[src/rtl/hs_pkg.sv]
// Shared types and default sizes for the two-clock toggle handshake blocks.
package hs_pkg;

    // Default widths, used as parameter defaults by the handshake modules
    localparam int unsigned HS_DATA_W      = 8;
    localparam int unsigned HS_SYNC_STAGES = 2;
    localparam int unsigned HS_CNT_W       = 16;

    // Return-path sender states
    typedef enum logic [1:0] {
        INIT     = 2'd0,
        IDLE     = 2'd1,
        WAIT_ACK = 2'd2
    } hs_resp_state_t;

endpackage

[src/rtl/hs_level_sync.sv]
// N-flop level synchronizer with asynchronous active-low reset.
// Shared by the forward and return paths of the toggle handshake.
module hs_level_sync #(
    parameter int unsigned SYNC_STAGES = 2
) (
    input  logic clk,
    input  logic rst_n,
    input  logic d,
    output logic q
);

    logic [SYNC_STAGES-1:0] sync_q;

    // Shift the asynchronous level through the synchronizer chain
    always_ff @(posedge clk or negedge rst_n) begin
        if (!rst_n) begin
            sync_q <= '0;
        end else begin
            sync_q <= {sync_q[SYNC_STAGES-2:0], d};
        end
    end

    assign q = sync_q[SYNC_STAGES-1];

endmodule

[src/rtl/hs_resp_sender.sv]
// Return-path sender of the two-clock toggle handshake (clk_2 domain).
// Captures a slave response, toggles req_level and holds rsp_data_out until
// the far side's ack_level toggle comes back through the synchronizer.
// Optional macro HS_RESP_TIMEOUT_EN adds a sticky WAIT_ACK timeout flag.
module hs_resp_sender
    import hs_pkg::*;
#(
    parameter int unsigned DATA_W      = HS_DATA_W,
    parameter int unsigned SYNC_STAGES = HS_SYNC_STAGES,
    parameter int unsigned CNT_W       = HS_CNT_W,
    parameter int unsigned TIMEOUT_CYC = 64
) (
    input  logic              clk_2,
    input  logic              reset_2,
    input  logic              rsp_valid,
    input  logic [DATA_W-1:0] rsp_data,
    output logic              rsp_ready,
    output logic              req_level,
    output logic [DATA_W-1:0] rsp_data_out,
    input  logic              ack_level,
    output logic              busy,
    output logic [CNT_W-1:0]  sent_count,
    output logic              proto_err,
    output logic              timeout_err
);

    // Reject configurations the handshake cannot work with
    if (SYNC_STAGES < 2 || TIMEOUT_CYC < 1) begin : g_bad_cfg
        $error("hs_resp_sender: SYNC_STAGES must be >= 2 and TIMEOUT_CYC >= 1");
    end

    localparam int unsigned INIT_W = (SYNC_STAGES > 1) ? $clog2(SYNC_STAGES) : 1;
    localparam logic [INIT_W-1:0] INIT_LAST = INIT_W'(SYNC_STAGES - 1);

    hs_resp_state_t    state;
    hs_resp_state_t    state_d;
    logic              ack_sync;
    logic [INIT_W-1:0] init_cnt;
    logic              accept;
    logic              done;
    logic              spurious;

    hs_level_sync #(
        .SYNC_STAGES(SYNC_STAGES)
    ) u_ack_sync (
        .clk   (clk_2),
        .rst_n (reset_2),
        .d     (ack_level),
        .q     (ack_sync)
    );

    // State register
    always_ff @(posedge clk_2 or negedge reset_2) begin
        if (!reset_2) begin
            state <= INIT;
        end else begin
            state <= state_d;
        end
    end

    // Next state and handshake decode; rsp_ready depends on registers only
    always_comb begin
        state_d   = state;
        rsp_ready = 1'b0;
        accept    = 1'b0;
        done      = 1'b0;
        spurious  = 1'b0;
        case (state)
            INIT: begin
                if (init_cnt == INIT_LAST) begin
                    state_d = IDLE;
                end
            end
            IDLE: begin
                spurious  = (ack_sync != req_level);
                rsp_ready = (ack_sync == req_level) && !proto_err;
                if (rsp_valid && rsp_ready) begin
                    accept  = 1'b1;
                    state_d = WAIT_ACK;
                end
            end
            WAIT_ACK: begin
                if (ack_sync == req_level) begin
                    done    = 1'b1;
                    state_d = IDLE;
                end
            end
            default: begin
                state_d = INIT;
            end
        endcase
    end

    // Datapath: init hold counter, captured data, request toggle and status
    always_ff @(posedge clk_2 or negedge reset_2) begin
        if (!reset_2) begin
            init_cnt     <= '0;
            req_level    <= 1'b0;
            rsp_data_out <= '0;
            busy         <= 1'b0;
            sent_count   <= '0;
            proto_err    <= 1'b0;
        end else begin
            if (state == INIT && init_cnt != INIT_LAST) begin
                init_cnt <= init_cnt + 1'b1;
            end
            if (accept) begin
                rsp_data_out <= rsp_data;
                req_level    <= ~req_level;
                busy         <= 1'b1;
            end
            if (done) begin
                busy       <= 1'b0;
                sent_count <= sent_count + 1'b1;
            end
            if (spurious) begin
                proto_err <= 1'b1;
            end
        end
    end

`ifdef HS_RESP_TIMEOUT_EN
    localparam int unsigned TO_W = $clog2(TIMEOUT_CYC + 1);
    localparam logic [TO_W-1:0] TO_MAX  = TO_W'(TIMEOUT_CYC);
    localparam logic [TO_W-1:0] TO_LAST = TO_W'(TIMEOUT_CYC - 1);

    logic [TO_W-1:0] wait_cnt;

    // Count WAIT_ACK cycles (saturating); flag sticks once TIMEOUT_CYC is hit
    always_ff @(posedge clk_2 or negedge reset_2) begin
        if (!reset_2) begin
            wait_cnt    <= '0;
            timeout_err <= 1'b0;
        end else begin
            if (accept) begin
                wait_cnt <= '0;
            end else if (state == WAIT_ACK && wait_cnt != TO_MAX) begin
                wait_cnt <= wait_cnt + 1'b1;
            end
            if (state == WAIT_ACK && wait_cnt == TO_LAST) begin
                timeout_err <= 1'b1;
            end
        end
    end
`else
    assign timeout_err = 1'b0;
`endif

endmodule

[config.mk]
export PLATFORM = sky130hd
export DESIGN_NAME = hs_resp_sender
export DESIGN_NICKNAME = d
export VERILOG_FILES = /design/src/rtl/hs_pkg.sv /design/src/rtl/hs_level_sync.sv /design/src/rtl/hs_resp_sender.sv
export SDC_FILE = /design/constraint.sdc
export NUM_CORES = 1
export LEC_CHECK = 0
export CORE_MARGIN = 2
export CORE_UTILIZATION = 54
export DETAILED_ROUTE_END_ITERATION = 8
export DONT_BUFFER_PORTS = 1
export MAX_ROUTING_LAYER = met4
export PLACE_DENSITY = 0.79
export REMOVE_ABC_BUFFERS = 1
export SYNTH_ARGS = -nofsm -noshare
export SYNTH_HDL_FRONTEND = slang
export SYNTH_SLANG_ARGS = --single-unit
[constraint.sdc]
create_clock -name clk_2 -period 2.6 [get_ports clk_2]
set_input_delay 0.39 -clock clk_2 [delete_from_list [all_inputs] [get_ports clk_2]]
set_output_delay 0.39 -clock clk_2 [all_outputs]
set_load 0.02 [all_outputs]
==> out/metrics.csv, run 1 <==
metric;value;unit
run status;finished, final reports clean;
row count;18;
mean post-synth cell area;13.8;sq um
worst hold-check slack;0.0909;ns
buffers added on ports;0;
Via Count;778;
final count of hold timing violations;0;
maximum level of the CTS H-tree;2;
maximum number of pins on one net before global-route repair;33;
share of the synthesized area in the top cell type;58.6;%
fraction of the yosys area taken by sequential cells;58.6;%
Final HPWL DP;1570;microns
initial antenna violation count;0;
highest-delay cell along the critical path;sky130_fd_sc_hd__dfrtp_1;
yosys warns;0;
clock sink count;32;
accumulated negative setup slack;0;ns
Setup Viol. Count Final;0;
area of the die;2950;sq um
buffers from clock root to sink, at most;2;
count of hold-fix buffers inserted at cts;2;
routability congestion estimate;0.690;
detailed-route vias per instance;5.64;
crit path cell chain;xnor2_1 > nand2_1 > nor2_1;
crit path launch type;flip-flop;
category of the most critical setup path;reg2out;
Clock Skews;0.00641;ns
cell taking the most area after synthesis;sky130_fd_sc_hd__dfrtp_1;
die boundary height;54.3;microns
max-cap check violation count;0;
area added between synthesis and finish;8.42;%
biggest area contributors in the synthesized netlist;sky130_fd_sc_hd__dfrtp_1 59%, sky130_fd_sc_hd__mux2_2 7.4%, sky130_fd_sc_hd__xnor2_1 7.1%;
clock latency at the later pin of the worst-skew pair;0.32;ns
commonest non-fill, non-tap cell in the layout;sky130_fd_sc_hd__dfrtp_1;
family with the most delay on the worst path;flip-flops;
peak clock frequency supported by timing;509;MHz
core area;2430;sq um
number of buffers inserted during clock tree synthesis;5;
DIE WIDTH;54.3;microns
number of distinct library cells after synthesis;30;
critical path peak fanout;4;
post-route fraction of the period consumed by the critical path;75.5;%
data required time at the worst endpoint;2.21;ns
number of cells after detailed placement;128;
leakage power of the design;0.660;nW
Detailed Routing Iterations Pass 1;4;
highest cell delay on the worst timing path;0.55;ns
average wire per cell in the routed design;15.8;microns
final routed wirelength across all metal layers;2190;microns
type of the tightest min-delay check;in2reg;
number of pins with negative max-slew slack in the final report;0;
number of global-route vias before repair;869;
Worst Setup Slack post-DPL;0.809;ns
root buf cell;sky130_fd_sc_hd__clkbuf_4;
number of gates resized after cts;0;
Critical Path Sink Type;output port;
Arrival @ worst endpoint;1.57;ns
Crit path buffers/inverters;0;
clock transition at the registers of the reported paths;0.09;ns
number of inserted diodes;0;
Total GRT Usage;18.2;%
initial cell density of the core;56.2;%
number of standard cells after synthesis;99;
fin crit period;1.96;ns
leading cell types in the layout, fill and taps excluded;32 x sky130_fd_sc_hd__dfrtp_1, 11 x sky130_fd_sc_hd__xnor2_1, 9 x sky130_fd_sc_hd__mux2_2;
grt total ovfl;0;
first-pass GRT wire length;3600;microns
number of DRC violations after detailed-routing iteration 0;9;
cell area after synthesis;1370;sq um
power per cell area;830;nW/um^2
Post CTS Setup Buffer Count;0;
Final ANT Viol Nets;0;
count of nets after finishing;120;
number of register bits inferred by synthesis;32;
maximum ir drop on the vdd rail;0.000712;V
clock tree from TritonCTS;built;
fraction of layout cells with a size suffix above 1;22.2;%
number of standard cells in the layout, taps in and fillers out;138;
final routed DRC violation total;0;
worst reg2reg setup slack;0.81;ns
unrepaired setup endpoints after global routing;no;
number of placed I/O pins;41;
minimum setup slack in the final design;0.636;ns
-- final timing paths --
check | from | endpoint | cells after the start
setup / recovery | req_level$_DFFE_PN0P_ | rsp_ready | 3
hold / removal | ack_level | u_ack_sync.sync_q[0]$_DFF_PN0_ | 0
setup reg to reg | req_level$_DFFE_PN0P_ | rsp_data_out[1]$_DFFE_PN0P_ | 5
hold reg to reg | u_ack_sync.sync_q[0]$_DFF_PN0_ | u_ack_sync.sync_q[1]$_DFF_PN0_ | 0
max in group asynchronous | reset_2 | sent_count[0]$_DFFE_PN0P_ | 2
min in group asynchronous | reset_2 | sent_count[6]$_DFFE_PN0P_ | 2
-- Yosys cell counts --
cell and count:
sky130_fd_sc_hd__a21o_2 1, sky130_fd_sc_hd__and3_1 2, sky130_fd_sc_hd__and4_1 1, sky130_fd_sc_hd__buf_4 1
sky130_fd_sc_hd__buf_6 1, sky130_fd_sc_hd__conb_1 1, sky130_fd_sc_hd__dfrtp_1 32, sky130_fd_sc_hd__ha_1 1
sky130_fd_sc_hd__mux2_2 9, sky130_fd_sc_hd__nand2_1 6, sky130_fd_sc_hd__nand2b_1 1, sky130_fd_sc_hd__nand3_1 4
sky130_fd_sc_hd__nand3b_1 1, sky130_fd_sc_hd__nand4_1 3, sky130_fd_sc_hd__nand4b_1 1, sky130_fd_sc_hd__nor2_1 3
sky130_fd_sc_hd__nor2b_1 1, sky130_fd_sc_hd__nor3_1 1, sky130_fd_sc_hd__nor3_2 1, sky130_fd_sc_hd__nor3b_1 1
sky130_fd_sc_hd__nor3b_2 1, sky130_fd_sc_hd__nor4_4 2, sky130_fd_sc_hd__o21a_1 1, sky130_fd_sc_hd__o21bai_1 2
sky130_fd_sc_hd__o22ai_1 1, sky130_fd_sc_hd__o31a_1 1, sky130_fd_sc_hd__or2_2 1, sky130_fd_sc_hd__xnor2_1 11
sky130_fd_sc_hd__xor2_1 6, sky130_fd_sc_hd__xor2_4 1
-- flip-flops by register name, indices dropped and copies added (netlist names) --
name,count
sent_count,16
rsp_data_out,8
state,2
u_ack_sync.sync_q,2
busy,1
init_cnt,1
proto_err,1
req_level,1
-- metal layers --
metal  GRT usage [%]  part of all wire, %  up-vias
met3            7.10                  9.4        5
met2            26.9                   47       40
met5               -                    0        -
met1            21.2                   42      377
met4            10.0                  1.4        0
li1                -                    -      356
-- power by group --
part / switching (mW) / total (mW) / internal (mW)
combinational: 0.0749 / 0.159 / 0.0839
clock: 0.156 / 0.289 / 0.133
sequential: 0.196 / 0.781 / 0.585
total: 0.427 / 1.23 / 0.803
-- cells by family (layout without fill, tap and decap cells) --
group	count (synthesis)	after routing	share of synthesized area, %
AO/OA/AOI/OAI	6	6	3.39
multiplexers	9	9	7.42
adder cells (fa/ha/maj)	1	1	0.916
flip-flops	32	32	58.6
XOR/XNOR	18	18	12.9
AND/OR/NAND/NOR	30	30	15.1
other	1	1	0.274
buffers and inverters	2	11	1.37
-- per-stage QoR --
stage / power, mW / instance area, sq um / utilization (%)
final: 1.23 / 1480 / 60.9
after global routing: 1.29 / 1480 / 60.9
after CTS: 1.25 / 1480 / 60.9
after detailed placement: 0.939 / 1390 / 57.3
after global placement: 0.929 / 1390 / 57.3
after floorplan: 0.899 / 1350 / -
-- area by class of cell --
cell class	count	area (sq um)
well taps	30	37.5
clock buffers	8	58.8
fillers	195	951
flip-flops and latches	32	801
repair buffers	3	37.5
multi-input cells	65	547
Note: power is estimated with default switching activity, not from simulation.
==> run 2: changes to the inputs <==
- ABC_AREA: default -> 1
- PLACE_DENSITY: 0.79 -> 0.82
- clock period: 2.6 -> 1.66 ns (I/O delays scaled with it)
==> out/metrics.csv, run 2 <==
metric;value;unit;change
commonest non-fill, non-tap cell in the layout;sky130_fd_sc_hd__nand2_1;;
combinational power share;19.3;%;+6.4 points
Via Count;1151;;+48%
Clock power frac;20.9;%;-2.6 points
maximum ir drop on the vdd rail;0.00106;V;+49%
Top Registers;sent_count (16), rsp_data_out (8);;
xor/xnor cell area share of the yosys netlist;4.56;%;-8.4 points
Worst Setup Slack post-DPL;0.220;ns;-0.588 ns
largest register by flop count;sent_count;;
Arrival @ worst endpoint;1.30;ns;-0.27 ns
biggest area contributors in the synthesized netlist;sky130_fd_sc_hd__dfrtp_1 52%, sky130_fd_sc_hd__nand2_1 12%, sky130_fd_sc_hd__inv_1 5.4%;;
number of register bits inferred by synthesis;32;;unchanged
mean post-synth cell area;9.10;sq um;-34%
Area after DPL;1600;sq um;+15%
Post-Layout Inst Area;1710;sq um;+15%
Final ANT Viol Nets;0;;unchanged
switching share of power;35.8;%;+1.1 points
type of the tightest min-delay check;in2reg;;
run status;finished, final reports clean;;
mux share of post-synthesis cell area;0;%;-7.4 points
sequential cell fraction of total power;59.7;%;-3.9 points
number of distinct library cells after synthesis;25;;-17%
cell with the most instances after synthesis;sky130_fd_sc_hd__nand2_1;;
buffers added on ports;0;;unchanged
yosys warns;0;;unchanged
fraction of the yosys area taken by sequential cells;52.1;%;-6.5 points
Commonest cells post-synth;50 x sky130_fd_sc_hd__nand2_1, 32 x sky130_fd_sc_hd__dfrtp_1, 22 x sky130_fd_sc_hd__inv_1, 11 x sky130_fd_sc_hd__nor2_1;;
buffers from clock root to sink, at most;2;;unchanged
DIE WIDTH;57.4;microns;+5.6%
fraction of synthesis flops using an asynchronous set or reset pin;100;%;unchanged
crit path launch type;flip-flop;;
root buf cell;sky130_fd_sc_hd__clkbuf_4;;
Post-synth top flop;sky130_fd_sc_hd__dfrtp_1;;
grt total ovfl;0;;unchanged
accumulated negative setup slack;0;ns;unchanged
max-cap check violation count;0;;unchanged
EDFF count, synth;0;;unchanged
number of buffers inserted during clock tree synthesis;5;;unchanged
clock latency at the later pin of the worst-skew pair;0.33;ns;about the same
number of global-route vias before repair;1164;;+34%
leading cell types in the layout, fill and taps excluded;50 x sky130_fd_sc_hd__nand2_1, 32 x sky130_fd_sc_hd__dfrtp_1, 22 x sky130_fd_sc_hd__inv_1;;
die boundary height;57.4;microns;+5.6%
Synth Area in Compound Gates;6.43;%;+3.0 points
power per cell area;1120;nW/um^2;+35%
number of placed I/O pins;41;;unchanged
first-pass GRT wire length;4950;microns;+37%
category of the most critical setup path;reg2out;;
unrepaired setup endpoints after global routing;no;;
area of the die;3290;sq um;+12%
simple-gate share of the synthesized area;28.6;%;+13 points
cell area after synthesis;1540;sq um;+13%
Critical Path Sink Type;output port;;
area of the multi-input gates;634;sq um;+16%
Clock Skews;0.00847;ns;+0.00206 ns
switching power total;684;uW;+60%
Total GRT Usage;20.3;%;+2.1 points
routability congestion estimate;0.826;;+20%
fraction of layout cells with a size suffix above 1;20.7;%;-1.6 points
adder and majority cell fraction of the synthesized area;0.814;%;-0.10 points
average wire per cell in the routed design;13.6;microns;-14%
Finished Core Util;62.4;%;+1.5 points
power consumption;1.91;mW;+55%
maximum number of pins on one net before global-route repair;33;;unchanged
internal power component;1.23;mW;+53%
maximum level of the CTS H-tree;2;;unchanged
cell taking the most area after synthesis;sky130_fd_sc_hd__dfrtp_1;;
peak clock frequency supported by timing;645;MHz;
number of pins with negative max-slew slack in the final report;0;;unchanged
final routed wirelength across all metal layers;2930;microns;+34%
number of standard cells after synthesis;169;;+71%
clock tree from TritonCTS;built;;
total area of sequential cells;801;sq um;unchanged
fin crit period;1.55;ns;
core area;2730;sq um;+12%
area added between synthesis and finish;11.0;%;
clock transition at the registers of the reported paths;0.09;ns;about the same
Detailed Routing Iterations Pass 1;5;;+1
final count of hold timing violations;0;;unchanged
initial cell density of the core;56.2;%;+0.074 points
critical path peak fanout;3;;-1
final routed DRC violation total;0;;unchanged
largest family of logic cells by synthesized area;simple AND/OR/NAND/NOR gates;;
detailed-route vias per instance;5.35;;-5.0%
leakage power of the design;0.841;nW;+27%
number of flip-flops in the largest register;16;;unchanged
initial antenna violation count;0;;unchanged
data required time at the worst endpoint;1.41;ns;-0.80 ns
count of nets after finishing;197;;+64%
minimum setup slack in the final design;0.110;ns;-0.526 ns
worst reg2reg setup slack;0.19;ns;-0.62 ns
row count;19;;+1
share of the synthesized area in the top cell type;52.1;%;-6.5 points
Filler Cells Inserted;229;;+17%
clock sink count;32;;unchanged
number of DRC violations after detailed-routing iteration 0;38;;+29
post-route fraction of the period consumed by the critical path;93.4;%;
Setup Viol. Count Final;0;;unchanged
number of inserted diodes;0;;unchanged
Final HPWL DP;2120;microns;+35%
## run 2: changes by cell type after synthesis, sizes merged, moves of 8 or more
cell,delta
o21ai,+9
nor2,+13
mux2,-9
xnor2,-8
inv,+25
nand2,+47
## run 2: cell families (layout without fill, tap and decap cells)
logic type	count (synthesis)	after routing
flops	32	32
compound gates	11	11
simple gates	89	89
xor+xnor	8	8
other cells	1	1
fa+ha+maj	1	1
buf+inv	27	42
## run 2: what timing repair did
item                       4_1_cts  5_1_grt
setup endpoints to repair        1        1
gates resized for setup          1        1
hold endpoints to repair        33        0
setup buffers                    0        1
hold buffers                     3        0
## run 2: path summary, 6_finish.rpt
check / depth (start not counted) / startpoint / end
setup / recovery: 5 / req_level$_DFFE_PN0P_ / rsp_ready
hold / removal: 2 / rsp_data[2] / rsp_data_out[2]$_DFFE_PN0P_
setup reg to reg: 6 / sent_count[1]$_DFFE_PN0P_ / sent_count[12]$_DFFE_PN0P_
hold reg to reg: 0 / u_ack_sync.sync_q[0]$_DFF_PN0_ / u_ack_sync.sync_q[1]$_DFF_PN0_
max in group asynchronous: 2 / reset_2 / sent_count[9]$_DFFE_PN0P_
min in group asynchronous: 2 / reset_2 / init_cnt$_DFFE_PN0P_
## run 2: final cells by class
cell class              instances  area share, %
clock buffers                   6           2.42
clock inverters                 1          0.293
inverters                      25           5.50
multi-input cells             110           37.2
flip-flops and latches         32           46.9
well taps                      31           2.27
repair buffers                 10           5.43
## run 2: routing by layer
layer  share of wire [%]  track usage [%]  up-vias
li1                    -                -      553
met3                 6.6             6.35        8
met5                   0                -        -
met2                  52             31.8       36
met4                 2.5             12.0        0
met1                  39             22.6      554
## run 2: power groups by stage
stage               clock, mW  sequential (mW)  combinational (mW)
finish                  0.399             1.14               0.370
floorplan                   0             1.16               0.232
CTS                     0.416             1.15               0.360
detailed placement          0             1.16               0.333
global placement            0             1.16               0.318
global route            0.443             1.16               0.416
## run 2: worst max-delay path, cell delays in order (launching register included)
cell and delay (ns):
sky130_fd_sc_hd__dfrtp_1 0.40, sky130_fd_sc_hd__inv_2 0.06, sky130_fd_sc_hd__nand2_2 0.09, sky130_fd_sc_hd__nand2_2 0.10, sky130_fd_sc_hd__nor3b_2 0.17, sky130_fd_sc_hd__buf_4 0.16
## run 2: per-stage QoR
stage,hold slack (ns),std cells
after floorplan,-0.0466,167
after global placement,-0.0455,204
after global routing,0.0417,215
final,0.0473,215
after CTS,0.0379,214
after detailed placement,-0.0458,204
